<file path="config.mk">
export PLATFORM = sky130hd
export DESIGN_NAME = fir_deconv
export DESIGN_NICKNAME = d
export VERILOG_FILES = /design/src/rtl/fir_deconv.sv
export SDC_FILE = /design/constraint.sdc
export NUM_CORES = 1
export LEC_CHECK = 0
export BUFFER_PORTS_ARGS = -buffer_cell sky130_fd_sc_hd__buf_2
export CORE_UTILIZATION = 23
export DETAILED_ROUTE_END_ITERATION = 7
export PLACE_DENSITY = 0.38
export SLEW_MARGIN = 25
export SYNTH_ARGS = -nofsm -noshare
export SYNTH_HDL_FRONTEND = slang
export SYNTH_SLANG_ARGS = --single-unit
</file>
<file path="constraint.sdc">
create_clock -name clk -period 6.2 [get_ports clk]
set_input_delay 0.93 -clock clk [delete_from_list [all_inputs] [get_ports clk]]
set_output_delay 0.93 -clock clk [all_outputs]
set_load 0.02 [all_outputs]
</file>
<file path="src/rtl/fir_deconv.sv">
// fir_deconv: inverse of the 3-tap FIR y[n] = C0*x[n] + C1*x[n-1] + C2*x[n-2].
// Recovers x[n] = C0*(y[n] - C1*x[n-1] - C2*x[n-2]) with a single
// time-multiplexed multiply-accumulate. Each sample takes 4 cycles:
// IDLE (load), MAC1, MAC2, NORM (negate and saturate, emit).
//
// Ports:
//   clk       rising-edge clock
//   rst       synchronous active-high reset (dominates everything)
//   clear     synchronous: zero the history and err_sat, abort work in flight
//   in_data   signed filtered sample y[n] (IN_W bits)
//   in_valid  in_data is valid
//   in_ready  block can accept a sample this cycle
//   out_data  signed recovered sample x[n] (OUT_W bits), held between results
//   out_valid one-cycle pulse per accepted sample
//   err_sat   sticky: some result had to be saturated
module fir_deconv #(
  parameter int IN_W   = 18,
  parameter int OUT_W  = 8,
  parameter int COEF_W = 8,
  parameter int C0     = -1,
  parameter int C1     = 2,
  parameter int C2     = 3
) (
  input  logic                     clk,
  input  logic                     rst,
  input  logic                     clear,
  input  logic signed [IN_W-1:0]   in_data,
  input  logic                     in_valid,
  output logic                     in_ready,
  output logic signed [OUT_W-1:0]  out_data,
  output logic                     out_valid,
  output logic                     err_sat
);

  // Wide enough that y - C1*h1 - C2*h2 can never wrap.
  localparam int ACC_W  = IN_W + COEF_W + OUT_W + 2;
  localparam int PROD_W = COEF_W + OUT_W;

  localparam logic signed [COEF_W-1:0] C1_S = COEF_W'(C1);
  localparam logic signed [COEF_W-1:0] C2_S = COEF_W'(C2);

  // Exact integer recovery needs C0 to be its own inverse.
  generate
    if (C0 != 1 && C0 != -1) begin : g_c0_check
      $error("fir_deconv: C0 must be +1 or -1");
    end
  endgenerate

  typedef enum logic [1:0] {IDLE, MAC1, MAC2, NORM} state_t;

  state_t                     state_reg, state_next;
  logic signed [ACC_W-1:0]    acc_reg;
  logic signed [OUT_W-1:0]    h1_reg, h2_reg;
  logic signed [OUT_W-1:0]    out_data_reg;
  logic                       out_valid_reg;
  logic                       err_sat_reg;

  logic                       take;
  logic signed [COEF_W-1:0]   coef_sel;
  logic signed [OUT_W-1:0]    hist_sel;
  logic signed [PROD_W-1:0]   prod;
  logic signed [ACC_W-1:0]    mac_res;
  logic signed [ACC_W-1:0]    norm_r;
  logic signed [OUT_W-1:0]    norm_s;
  logic                       norm_sat;
  logic [ACC_W-OUT_W:0]       norm_top;

  assign in_ready = (state_reg == IDLE) & ~clear & ~rst;
  assign take     = in_valid & in_ready;

  // Shared multiplier: tap 1 in MAC1, tap 2 otherwise.
  assign coef_sel = (state_reg == MAC1) ? C1_S : C2_S;
  assign hist_sel = (state_reg == MAC1) ? h1_reg : h2_reg;
  assign prod     = PROD_W'(coef_sel) * PROD_W'(hist_sel);
  assign mac_res  = acc_reg - ACC_W'(prod);

  // Multiply by C0 (+/-1), then clamp. r fits in OUT_W bits exactly when all
  // bits from the OUT_W-1 position upward are copies of the sign.
  assign norm_r   = (C0 == 1) ? acc_reg : -acc_reg;
  assign norm_top = norm_r[ACC_W-1:OUT_W-1];

  always_comb begin
    norm_sat = 1'b0;
    norm_s   = norm_r[OUT_W-1:0];
    if (!((norm_top == '0) || (norm_top == '1))) begin
      norm_sat = 1'b1;
      norm_s   = norm_r[ACC_W-1] ? {1'b1, {(OUT_W-1){1'b0}}}
                                 : {1'b0, {(OUT_W-1){1'b1}}};
    end
  end

  always_comb begin
    state_next = state_reg;
    case (state_reg)
      IDLE:    if (take) state_next = MAC1;
      MAC1:    state_next = MAC2;
      MAC2:    state_next = NORM;
      NORM:    state_next = IDLE;
      default: state_next = IDLE;
    endcase
    if (clear) state_next = IDLE;
  end

  always_ff @(posedge clk) begin
    if (rst) begin
      state_reg     <= IDLE;
      acc_reg       <= '0;
      h1_reg        <= '0;
      h2_reg        <= '0;
      out_data_reg  <= '0;
      out_valid_reg <= 1'b0;
      err_sat_reg   <= 1'b0;
    end else if (clear) begin
      // out_data deliberately keeps the last emitted value.
      state_reg     <= IDLE;
      acc_reg       <= '0;
      h1_reg        <= '0;
      h2_reg        <= '0;
      out_valid_reg <= 1'b0;
      err_sat_reg   <= 1'b0;
    end else begin
      state_reg     <= state_next;
      out_valid_reg <= 1'b0;
      case (state_reg)
        IDLE: if (take) acc_reg <= ACC_W'(in_data);
        MAC1: acc_reg <= mac_res;
        MAC2: acc_reg <= mac_res;
        NORM: begin
          out_data_reg  <= norm_s;
          out_valid_reg <= 1'b1;
          // History holds the emitted (saturated) value.
          h2_reg        <= h1_reg;
          h1_reg        <= norm_s;
          err_sat_reg   <= err_sat_reg | norm_sat;
        end
        default: ;
      endcase
    end
  end

  assign out_data  = out_data_reg;
  assign out_valid = out_valid_reg;
  assign err_sat   = err_sat_reg;

endmodule

</file>
==> metrics.md <==
| Metric | Value |
|---|---|
| Launching element type of the critical path | `register` |
| Utilization after layout | `26.4%` |
| Worst hold margin | `456 ps` |
| Final count of hold timing violations | `0` |
| Share of final-layout standard cells stronger than drive strength 1 | `14.5%` |
| Filler cell count | `3,055` |
| Placeable Area | `0.0277 mm2` |
| Synth cell types | `70` |
| TritonCTS Buffers | `9` |
| Number of flip-flops under the largest register name | `36` |
| Req. time, crit path | `6430 ps` |
| GRT Resource Usage Total | `13.9%` |
| Clock edge transition at the registers on the reported setup and hold paths | `60 ps` |
| Worst relative slew slack | `43.6%` |
| Port Buf Inserts | `32` |
| Via-to-Cell Ratio | `4.79` |
| Number of violations of the max-capacitance limit | `0` |
| # hold bufs at CTS | `0` |
| Nets | `928` |
| Slack of the worst reg-to-reg path | `590 ps` |
| Worst r2r path cells | `19` |
| Final ANT Viol Nets | `0` |
| Filler-free cell count of the finished design | `1,204` |
| Share of total power consumed by net switching | `35.5%` |
| Routability congestion estimate from global placement | `0.783` |
| Share of flip-flops with an asynchronous set or reset | `0%` |
| First-pass GRT wire length | `30,900 um` |
| Via count of the first global-routing pass | `5,505` |
| Worst min-delay path category | `reg2reg` |
| Setup repair after global routing missed its margin | `false` |
| Final Max Slew Viols | `0` |
| Final setup vio count | `0` |
| Max Used Layer | `met4` |
| Number of antenna violations at the first check in global routing | `0` |
| Nets in the synthesized netlist | `912` |
| Number of DRC markers in iteration 0 | `245` |
| Internal power component | `0.967 mW` |
| Count of pins on the block boundary | `33` |
| Yosys warning total | `0` |
| Starting Density | `23.3%` |
| Static leakage power | `3.12 nW` |
| Final Power | `1.50 mW` |
| Number of storage elements in the synthesis netlist | `64` |
| Primary FF master, synth | `dfxtp_1` |
| Avg Cell Area, Syn | `8.03 um2` |
| Main area contributors after synthesis | `dfxtp_1, ha_1, a21oi_1` |
| Library cell occupying the most area in the post-synthesis netlist | `dfxtp_1` |
| Die footprint | `0.0288 mm2` |
| Hold Path Depth | `2` |
| Resized Gates After CTS | `0` |
| Met1 Routed Length | `10,100 um` |
| Root buffer cell | `clkbuf_16` |
| Total congestion overflow | `0` |
| Final clock period utilization by the worst path | `90.5%` |
| CTS H-tree depth | `3` |
| Data arrival time at the worst-slack endpoint | `5840 ps` |
| Chip width | `170 um` |
| Met3 wirelength from detailed routing | `422 um` |
| Netlist Area Pre-Place | `0.00647 mm2` |
| Critical path class | `reg2reg` |
| Top cell by count, worst path | `ha_1` |
| Clock share of power | `37.5%` |
| Fraction of power consumed by combinational cells | `33.2%` |
| Capture instance of the worst register-to-register path | `acc_reg[34]` |
| Maximum root-to-sink buffer count | `2` |
| Seq/Total Area, Yosys | `19.8%` |
| Hold-critical path endpoint | `out_data[1]` |
| TritonCTS Sinks | `64` |
| EDFF count, synth | `0` |
| Relative contribution of sequential cells to total power | `29.4%` |
| Multi-input gate area | `0.00486 mm2` |
| Post-Synthesis Cells | `805` |
| Via count of the routed design | `5,772` |
| Synth-to-Final Area Change | `13.1%` |
| Critical-path maximum fanout | `9` |
| Iteration count of the initial detailed-routing pass | `4` |
| Result of the run | `complete, no violations` |
| VDD IR max | `0.000108 V` |
| Kind of end point of the critical path | `register` |
| Power per Cell Area | `205 mW/mm2` |
| DP HPWL | `15,000 um` |
| Power spent charging and discharging nets | `0.532 mW` |
| Sum of met2 wire segment lengths after detailed routing | `8800 um` |
| Setup TNS | `0 ps` |
| Die span in y | `170 um` |
| Min-delay src | `out_data[1]` |
| Pin count of the biggest net entering global routing | `38` |
| Worst Max-Slew Pin Slew | `844 ps` |
| Total detailed-routing wirelength | `19,500 um` |
| Register area | `0.00128 mm2` |
| Post-Place Cells | `1,188` |
| Critical Path Max Stage Delay | `600 ps` |
| Min cycle time layout | `5610 ps` |
| Clock latency reported for the late side of the worst-skew pair | `350 ps` |
| Count of inserted antenna diode cells | `0` |
| List of cells traversed by the critical path | `inv_1, ha_1, mux2_2, nor2b_1, ha_1, fa_1, inv_1, ha_1, and3_1, a221oi_1, o21ai_0, a311oi_1, a211oi_1, o41ai_1, buf_4, o21ai_0, a21oi_1, xnor2_1, a21oi_1` |
| Fraction of post-synthesis cell area in the top cell type by area | `19.8%` |
| Slowest library cell on the worst path | `a311oi_1` |
| Clock tree from TritonCTS | `done` |
| Maximum clock rate | `0.178 GHz` |
| Count of buffers added by post-CTS timing repair for setup | `0` |
| Count of standard-cell rows | `61` |
| Drc violations | `0` |
| Source of the worst register-to-register timing path | `state_reg[1]` |
| Avg WL per Cell | `16.2 um` |
| Clock skew | `18.4 ps` |
-- metrics by stage --
stage,instance area (um2),worst slack (ps)
global route,7310,60.3
CTS,7310,508
global placement,6990,620
detailed placement,6990,533
floorplan,6470,997
finish,7310,591
-- worst max-delay path by stage --
stage | start | end | slack, ps | cells past startpoint
4_1_cts | state_reg[1] | acc_reg[34] | 510 | 19
6_report | state_reg[1] | acc_reg[34] | 590 | 19
3_3_place_gp | state_reg[1] | acc_reg[34] | 620 | 19
2_1_floorplan | state_reg[1] | acc_reg[34] | 1000 | 19
3_5_place_dp | state_reg[1] | acc_reg[34] | 530 | 19
5_1_grt | state_reg[1] | acc_reg[34] | 60 | 19
-- metal layers --
layer	track usage [%]	vias up
li1	-	2946
met1	19.4	2754
met2	22.3	59
met3	1.82	13
met4	3.37	0
met5	0	-
-- cell type report --
type | count | share of cell area (%)
clock buffers | 11 | 3.46
clock inverters | 5 | 0.856
flip-flops and latches | 64 | 17.5
multi-input cells | 664 | 66.5
repair buffers | 41 | 3.11
well taps | 378 | 6.47
inverters | 41 | 2.11
-- power by group through the flow --
stage | logic, mW | registers (mW) | clock network (mW)
final | 0.497 | 0.440 | 0.562
after global routing | 0.554 | 0.442 | 0.593
after CTS | 0.504 | 0.440 | 0.579
after detailed placement | 0.501 | 0.450 | 0
after global placement | 0.506 | 0.450 | 0
after floorplan | 0.393 | 0.438 | 0
-- worst max-delay path, delay by kind of cell (launching register included) --
family / cells / cell delay (ps)
compound gates: 8 / 2290
flops: 1 / 340
xor+xnor: 1 / 130
buf+inv: 3 / 360
mux: 1 / 400
fa+ha+maj: 4 / 1610
simple gates: 2 / 340
-- cell usage after synthesis (4+ instances only) --
| cell type | number |
|---|---|
| o31ai_1 | 9 |
| a21oi_1 | 65 |
| a21o_1 | 12 |
| or4_1 | 9 |
| clkbuf_1 | 21 |
| nand2_1 | 37 |
| nand3b_1 | 4 |
| o21bai_1 | 10 |
| a221oi_1 | 4 |
| fa_1 | 7 |
| nand2b_1 | 10 |
| o21a_1 | 5 |
| mux2i_1 | 29 |
| nor3_1 | 23 |
| nor4_1 | 12 |
| dfxtp_1 | 64 |
| mux2_2 | 7 |
| nor3b_1 | 5 |
| ha_1 | 78 |
| a31oi_1 | 6 |
| inv_1 | 41 |
| or2_2 | 31 |
| nand4_1 | 4 |
| nor2_1 | 82 |
| nor2b_1 | 14 |
| or3_1 | 9 |
| xnor2_1 | 36 |
| o21ai_0 | 43 |
| xor2_1 | 19 |
| a211oi_1 | 22 |
| buf_2 | 5 |
| nand3_1 | 19 |
| and2_1 | 4 |
| a211oi_2 | 5 |
-- logic make-up after synthesis --
kind of cell	synth area share, %
compound gates	21.1
xor+xnor	7.45
fa+ha+maj	17.3
buf+inv	5.17
flops	19.8
mux	5.71
simple gates	23.5
-- layout by cell type, fill, tap and decap left out, types with 5 or more instances in the layout --
cell / n
mux2i_1: 28
fa_1: 7
nor3b_1: 5
nor4_1: 12
nor2b_1: 13
o21a_1: 5
xnor2_1: 36
a21oi_1: 65
nor2_1: 82
or3_1: 9
buf_2: 32
nor3_1: 23
nand2b_1: 10
xor2_1: 19
clkbuf_16: 9
a211oi_2: 5
o31ai_1: 9
o21ai_0: 43
buf_4: 9
ha_1: 77
dfxtp_1: 64
mux2_2: 7
nand3_1: 19
o21bai_1: 10
nand2_1: 37
a211oi_1: 22
inv_1: 41
a31oi_1: 6
or4_1: 9
a21o_1: 12
or2_2: 31
(Power assumes the default switching activity.)
